File: config.mk
export PLATFORM = sky130hd
export DESIGN_NAME = out_capture_fifo
export DESIGN_NICKNAME = d
export VERILOG_FILES = /design/src/rtl/core_pkg.sv /design/src/rtl/sync_fifo_ctrl.sv /design/src/rtl/out_capture_fifo.sv
export SDC_FILE = /design/constraint.sdc
export NUM_CORES = 1
export LEC_CHECK = 0
export CORE_UTILIZATION = 60
export CTS_CLUSTER_SIZE = 25
export DETAILED_ROUTE_END_ITERATION = 12
export DONT_BUFFER_PORTS = 1
export PLACE_DENSITY = 0.82
export SLEW_MARGIN = 10
export SYNTH_ARGS = -nofsm -noshare
export SYNTH_HDL_FRONTEND = slang
export SYNTH_SLANG_ARGS = --single-unit
File: constraint.sdc
create_clock -name clk -period 5.2 [get_ports clk]
set_input_delay 0.78 -clock clk [delete_from_list [all_inputs] [get_ports clk]]
set_output_delay 0.78 -clock clk [all_outputs]
set_load 0.1 [all_outputs]
File: src/rtl/core_pkg.sv
// Shared constants of the 4-bit core, used by blocks that snoop its register writes.
package core_pkg;
   localparam int DATA_W = 4;
   localparam logic [1:0] D_RO = 2'b10;

   // Same decode the core uses to enable the RO register.
   function automatic logic is_ro_write(input logic [1:0] dest, input logic en);
      return en && (dest == D_RO);
   endfunction
endpackage

File: src/rtl/sync_fifo_ctrl.sv
// FIFO bookkeeping: pointers, occupancy, full/valid flags and push/pop qualification.
module sync_fifo_ctrl #(
   parameter int DEPTH = 4,
   parameter int AW    = $clog2(DEPTH),
   parameter int CW    = $clog2(DEPTH) + 1
) (
   input  logic          clk,
   input  logic          reset,
   input  logic          push_req,
   input  logic          out_ready,
   output logic          wr_en,
   output logic          drop,
   output logic [AW-1:0] wr_ptr,
   output logic [AW-1:0] rd_ptr,
   output logic [AW-1:0] rd_nxt,
   output logic          vld_nxt,
   output logic [CW-1:0] count,
   output logic          full,
   output logic          valid
);
   logic          pop;
   logic [CW-1:0] count_nxt;

   // A pop in the same cycle frees a slot, so a push into a full FIFO is still accepted.
   always_comb begin
      pop       = valid && out_ready;
      wr_en     = push_req && (!full || pop);
      drop      = push_req && full && !pop;
      rd_nxt    = rd_ptr + AW'(pop);
      count_nxt = count + CW'(wr_en) - CW'(pop);
      vld_nxt   = (count_nxt != '0);
   end

   always_ff @(posedge clk) begin
      if (reset) begin
         wr_ptr <= '0;
         rd_ptr <= '0;
         count  <= '0;
         full   <= 1'b0;
         valid  <= 1'b0;
      end else begin
         wr_ptr <= wr_ptr + AW'(wr_en);
         rd_ptr <= rd_nxt;
         count  <= count_nxt;
         full   <= (count_nxt == CW'(DEPTH));
         valid  <= vld_nxt;
      end
   end
endmodule

File: src/rtl/out_capture_fifo.sv
// Captures every value the core writes to RO and drains it over valid/ready,
// flagging (never stalling) when output is lost.
module out_capture_fifo
   import core_pkg::*;
#(
   parameter int DEPTH = 4,
   parameter int DW    = DATA_W,
   parameter bit DEDUP = 1'b0
) (
   input  logic                   clk,
   input  logic                   reset,
   input  logic                   o_wen,
   input  logic [DW-1:0]          o_data,
   output logic                   out_valid,
   input  logic                   out_ready,
   output logic [DW-1:0]          out_data,
   output logic [$clog2(DEPTH):0] count,
   output logic                   full,
   output logic                   overflow,
   input  logic                   clr_ovf
);
   localparam int AW = $clog2(DEPTH);

   logic [DW-1:0] mem [DEPTH];
   logic [DW-1:0] last_data;
   logic          last_valid;
   logic          push_req, wr_en, drop, vld_nxt;
   logic [AW-1:0] wr_ptr, rd_ptr, rd_nxt;

   assign push_req = o_wen && !(DEDUP && last_valid && (o_data == last_data));

   sync_fifo_ctrl #(.DEPTH(DEPTH)) u_ctrl (
      .clk       (clk),
      .reset     (reset),
      .push_req  (push_req),
      .out_ready (out_ready),
      .wr_en     (wr_en),
      .drop      (drop),
      .wr_ptr    (wr_ptr),
      .rd_ptr    (rd_ptr),
      .rd_nxt    (rd_nxt),
      .vld_nxt   (vld_nxt),
      .count     (count),
      .full      (full),
      .valid     (out_valid)
   );

   always_ff @(posedge clk) begin
      if (wr_en) mem[wr_ptr] <= o_data;
   end

   always_ff @(posedge clk) begin
      if (reset) begin
         out_data   <= '0;
         overflow   <= 1'b0;
         last_data  <= '0;
         last_valid <= 1'b0;
      end else begin
         // Register the next head; bypass when it is the slot written this cycle.
         // With no next head, keep the last popped value.
         if (vld_nxt)
            out_data <= (wr_en && (wr_ptr == rd_nxt)) ? o_data : mem[rd_nxt];
         if (drop)
            overflow <= 1'b1;
         else if (clr_ovf)
            overflow <= 1'b0;
         // Track what the core emitted, even if the FIFO dropped it.
         if (push_req) begin
            last_data  <= o_data;
            last_valid <= 1'b1;
         end
      end
   end
endmodule

### After elaboration in Yosys (flattened, before gate mapping)

Memory sizes are Yosys's and may differ from the RTL's. A register that Yosys moved wholly into a read port is not among the register bits.
Index checks and enable logic that the tools add are counted.

| word-level totals | value |
|---|---|
| memories kept | 1 |
| memory bits (writable) | 16 |
| logic and storage cells | 25 |
| input port bits | 9 |
| output and inout bits | 10 |
| bits in registers | 10 |

Memory list:

| name | depth | bits a word | rd ports | clocked after memory_dff | wr ports | line | text |
|---|---|---|---|---|---|---|---|
| mem | 4 | 4 | 1 | 1 | 1 | out_capture_fifo.sv:24 | `logic [DW-1:0] mem [DEPTH];` |

| cells by class | value |
|---|---|
| muxes and demuxes | 4 |
| reduce and logical (&&, ||, !) cells | 9 |
| add/subtract/negate cells | 4 |
| equality and inequality tests | 1 |

Operators by type and width:

| operator | count |
|---|---|
| $add 2x1->2 | 2 |
| $logic_and 1x1->1 | 4 |
| $mux 1 | 4 |
| $add 3x1->3 | 1 |
| $eq 3x3->1 const B | 1 |
| $reduce_bool 3->1 | 1 |
| $sub 3x1->3 | 1 |
| $logic_not 1->1 | 2 |
| $reduce_bool 2->1 | 1 |
| $logic_or 1x1->1 | 1 |

### Depth between registers and ports, before layout

| logic depth | value |
|---|---|
| word-level depth | 6 |
| depth in mapped cells | 10 |
| mapped depth without buffers | 10 |

### By module

From an unflattened synthesis, not the netlist that was laid out.

| second synthesis, totals | value |
|---|---|
| cell total of the unflattened synthesis | 93 |
| area total of the unflattened synthesis | 1290.0 um2 |

By module, submodules not included:

| module | sequential area each (um2) | area each (um2) | instances | cells each |
|---|---|---|---|---|
| out_capture_fifo | 580.6 | 887.1 | 1 | 57 |
| sync_fifo_ctrl | 180.2 | 402.9 | 1 | 36 |

### Worst setup path after synthesis

No wires, ideal clock.

| path | value |
|---|---|
| path type | register to register |
| start | register u_ctrl.valid |
| end | register out_data[0] (read register of mem) |
| path buffers | 0 |
| library setup time | 0.086 ns |
| setup slack | 2.230 ns |
| clock period less this slack | 2.970 ns |
| cell stages (with the launch flop) | 11 |
| data required time | 5.114 ns |
| data arrival time | 2.884 ns |
| cell sequence | dfxtp_1 -> a21bo_2 -> nand2_1 -> ha_1 -> inv_1 -> ha_1 -> fa_1 -> xor3_1 -> nand2_1 -> nor2_1 -> a211oi_1 |

| on the way | value |
|---|---|
| longest elaborated chain between the ends | 6 |
| elaborated cells between the ends (all ways) | 7 |
| those cells by class | add/sub: 3; reduce/logical: 4 |

Ends and longest elaborated chain:

| item | line | text |
|---|---|---|
| start: declaration | sync_fifo_ctrl.sv:19 | `output logic valid` |
| start signal: assignment | sync_fifo_ctrl.sv:46 | `valid <= vld_nxt;` |
| $logic_and 1x1->1 (*) | sync_fifo_ctrl.sv:26 | `pop = valid && out_ready;` |
| $logic_or 1x1->1 | sync_fifo_ctrl.sv:27 | `wr_en = push_req && (!full \|\| pop);` |
| $logic_and 1x1->1 | sync_fifo_ctrl.sv:27 |  |
| $add 3x1->3 | sync_fifo_ctrl.sv:30 | `count_nxt = count + CW'(wr_en) - CW'(pop);` |
| $sub 3x1->3 | sync_fifo_ctrl.sv:30 |  |
| $reduce_bool 3->1 | sync_fifo_ctrl.sv:31 | `vld_nxt = (count_nxt != '0);` |
| end: declaration | out_capture_fifo.sv:16 | `output logic [DW-1:0] out_data,` |

Every way passes the cells marked *; elsewhere a longest branch is shown, timed or not.
A chain may end at the register's enable or synchronous reset.

### Worst setup path after layout

| path | value |
|---|---|
| start | register u_ctrl.valid |
| end | register out_data[2] (read register of mem) |

Same word-level chain as after synthesis.

==> summary.txt <==
Route
  • Wl on met1: 786 µm
  • Met2 WL: about 920 µm
  • Routed Antenna Nets: 0
  • Detailed-router iteration count before antenna repair: 3
  • Number of vias in the routed layout: about 650
  • Detail-routed net length per standard cell: about 16 µm
  • DR WL met3: roughly 140 µm
  • Vias per Instance: around 5.4
  • Total wire length: 1850 µm
  • Highest metal layer used by the detailed router: met3
  • Drt initial violations: 7
  • Final routed DRC violation total: 0

Floorplanning
  • Rows: 16
  • Die boundary width: about 48 µm
  • Boundary Pins: 19
  • Effective utilization at floorplan: 64.2%
  • Placeable Area: approximately 2000 µm²
  • Die Area: ~2300 µm²
  • Y dimension of the die: between 40 and 50 µm

Run status
  • Run status: completed

Flow run
  • Reported max-cap violation count: 0

CTS
  • Clock Pin Slew Worst Setup and Hold Paths: 90 ps
  • Insertion delay of the later-clocked pin in the worst-skew pair: roughly 320 ps
  • Number of hold buffers added after CTS: 0
  • Number of buffers inserted to repair setup after CTS: 0
  • Total of cells resized after clock tree synthesis: 0
  • Number of buffers created by CTS: 5
  • CTS root buf: sky130_fd_sc_hd__clkbuf_4
  • Num Clock Sinks: 30
  • Maximum buffer depth of the clock tree: 2
  • CTS tree: built
  • Clock H-tree levels: 2

Yosys
  • Syn Area/Cell: 14.6 µm²
  • Cells after synthesis: 86
  • Proportion of synthesized flip-flops having asynchronous set or reset: 0%
  • Number of enable-type register cells in the synthesized netlist: 16
  • Ranking of synthesized cells by area: sky130_fd_sc_hd__edfxtp_1 38%, sky130_fd_sc_hd__dfxtp_1 22%, sky130_fd_sc_hd__mux4_1 6.3%
  • Top cell type's share of synthesized area: between 30% and 40%
  • Commonest cells in the netlist: 16 x sky130_fd_sc_hd__edfxtp_1, 14 x sky130_fd_sc_hd__dfxtp_1, 9 x sky130_fd_sc_hd__nor2_1
  • Cell accounting for the most synthesized area: sky130_fd_sc_hd__edfxtp_1
  • Top-count cell post-synth: sky130_fd_sc_hd__edfxtp_1
  • Most used flip-flop cell after synthesis: sky130_fd_sc_hd__edfxtp_1
  • Netlist area before placement: 1260 µm²
  • Post-synthesis net count: 100
  • Synthesized flop and latch total: 30
  • Distinct cell type count after synthesis: 26
  • Post-synthesis sequential area ratio: 60.4%
  • Syn. warnings: 0

STA
  • Slew headroom: 33.0%
  • Final Cycle Share: slightly above 60%
  • Slew at the pin closest to its max-slew limit: ~1000 ps
  • F_max: about 310 MHz
  • RSZ-0062 raised after global routing: false
  • Final setup violation count: 0
  • Minimum clock period: between 3000 and 4000 ps
  • Hold Violations, Final: 0
  • Setup skew after layout: around 10 ps
  • Pins over their slew limit: 0
  • Final setup TNS: 0 ps

Global route
  • Vias in the first global route: approximately 630
  • Pin count of the biggest net entering global routing: 15
  • Overall Global Routing Usage: between 10% and 20%
  • Wire length of the first global-routing pass: 2620 µm
  • Number of antenna violations at the first check in global routing: 0
  • Overflow left after global routing: 0

Cells and area
  • Synthesis-to-finish area growth: 5.86%
  • Layout net count: approximately 110
  • Fraction of final layout cells with drive strength greater than 1: 8.70%
  • Number of diodes: 0
  • Area taken by multi-input logic gates: between 400 and 500 µm²
  • Final Util: approximately two thirds
  • Filler Cells Inserted: 160
  • Design area: about 1300 µm²
  • Register cell area after layout: roughly 760 µm²

Setup path
  • Capturing element type of the critical path: flip-flop
  • Slack of the worst reg-to-reg path: about 2000 ps
  • WP data arrival: around 3500 ps
  • Worst EP required: 5440 ps
  • End point of the critical path: out_data[2]$_SDFFE_PP0P_
  • Highest fanout seen on the critical path: 8
  • FF-to-FF End: out_data[2]$_SDFFE_PP0P_
  • Type of origin of the critical path: flip-flop
  • Category of the critical setup timing path: flip-flop to flip-flop
  • Worst r2r src: u_ctrl.valid$_SDFF_PP0_
  • First element of the critical path: u_ctrl.valid$_SDFF_PP0_
  • R2R depth: 10

Place
  • Count of buffers from port buffering: 0
  • Final weighted congestion of routability-driven global placement: slightly below 0.7
  • Total placed instance area: around 1300 µm²
  • HPWL reported at the end of detailed placement: ~1400 µm

Min path
  • Hold Path Class: input port to flip-flop
==> worst min path at each step <==
| stage | end | depth (start not counted) | start |
|---|---|---|---|
| final | u_ctrl.count[1]$_SDFF_PP0_ | 1 | reset |
| after global routing | u_ctrl.count[2]$_SDFF_PP0_ | 1 | reset |
| after CTS | u_ctrl.count[1]$_SDFF_PP0_ | 1 | reset |
| after detailed placement | u_ctrl.wr_ptr[1]$_SDFF_PP0_ | 2 | u_ctrl.wr_ptr[1]$_SDFF_PP0_ |
| after global placement | u_ctrl.wr_ptr[1]$_SDFF_PP0_ | 2 | u_ctrl.wr_ptr[1]$_SDFF_PP0_ |
| after floorplan | u_ctrl.wr_ptr[1]$_SDFF_PP0_ | 2 | u_ctrl.wr_ptr[1]$_SDFF_PP0_ |
==> critical path: stages (launching register included) <==
cell	delay, ps
sky130_fd_sc_hd__dfxtp_1	980
sky130_fd_sc_hd__a21bo_2	320
sky130_fd_sc_hd__nand2_1	140
sky130_fd_sc_hd__ha_1	300
sky130_fd_sc_hd__inv_1	40
sky130_fd_sc_hd__ha_1	180
sky130_fd_sc_hd__fa_1	380
sky130_fd_sc_hd__xor3_1	240
sky130_fd_sc_hd__nand2_1	230
sky130_fd_sc_hd__nor2_1	70
sky130_fd_sc_hd__a211oi_1	260
==> stage by stage <==
step / hold slack [ps] / setup slack, ps / std cells
final: 515 / 1980 / 119
after global routing: 487 / 1760 / 119
after CTS: 501 / 1950 / 119
after detailed placement: 608 / 1970 / 111
after global placement: 588 / 2090 / 111
after floorplan: 555 / 2230 / 86
==> kinds of logic after synthesis <==
logic type | after synthesis | synth area share, %
compound gates | 7 | 3.98
fa+ha+maj | 5 | 5.57
buf+inv | 8 | 2.48
mux | 8 | 11.2
simple gates | 23 | 10.5
xor+xnor | 5 | 5.77
flops | 30 | 60.4
==> layout make-up <==
class	count	area share, %
sequential	30	57.1
multi-input combinational	48	35.0
clock buffer	8	3.66
tap	27	2.54
inverter	6	1.69
==> cells in the final DEF (no fill, tap or decap) <==
cell type	count
sky130_fd_sc_hd__a21bo_2	1
sky130_fd_sc_hd__nand4_4	1
sky130_fd_sc_hd__xor3_1	1
sky130_fd_sc_hd__xnor3_1	1
sky130_fd_sc_hd__a211oi_1	4
sky130_fd_sc_hd__mux2i_1	4
sky130_fd_sc_hd__a21oi_1	2
sky130_fd_sc_hd__nor2b_1	5
sky130_fd_sc_hd__fa_1	1
sky130_fd_sc_hd__mux4_1	3
sky130_fd_sc_hd__clkbuf_4	5
sky130_fd_sc_hd__and2_1	1
sky130_fd_sc_hd__edfxtp_1	16
sky130_fd_sc_hd__xnor2_1	2
sky130_fd_sc_hd__inv_1	6
sky130_fd_sc_hd__nor4_1	1
sky130_fd_sc_hd__nor3_1	1
sky130_fd_sc_hd__nor3b_1	2
sky130_fd_sc_hd__dfxtp_1	14
sky130_fd_sc_hd__xor2_1	1
sky130_fd_sc_hd__nor2_1	9
sky130_fd_sc_hd__mux4_2	1
sky130_fd_sc_hd__clkbuf_1	3
sky130_fd_sc_hd__nand2_1	2
sky130_fd_sc_hd__and3_1	1
sky130_fd_sc_hd__ha_1	4
==> registers in the layout, summed over array words and instances, names as in the netlist <==
name           flops
out_data           4
u_ctrl.count       3
u_ctrl.valid       1
u_ctrl.rd_ptr      2
u_ctrl.wr_ptr      2
overflow           1
u_ctrl.full        1
mem               16
==> routing by layer <==
metal  vias up  GRT usage, %
li1        324             -
met1       301          21.4
met2        21          28.9
met3         0          12.8
met4         0          8.33
met5         -             0
Power is left out: the tool's default activity adds up to more than one toggle a clock period on the data nets, which glitch-free logic cannot reach.
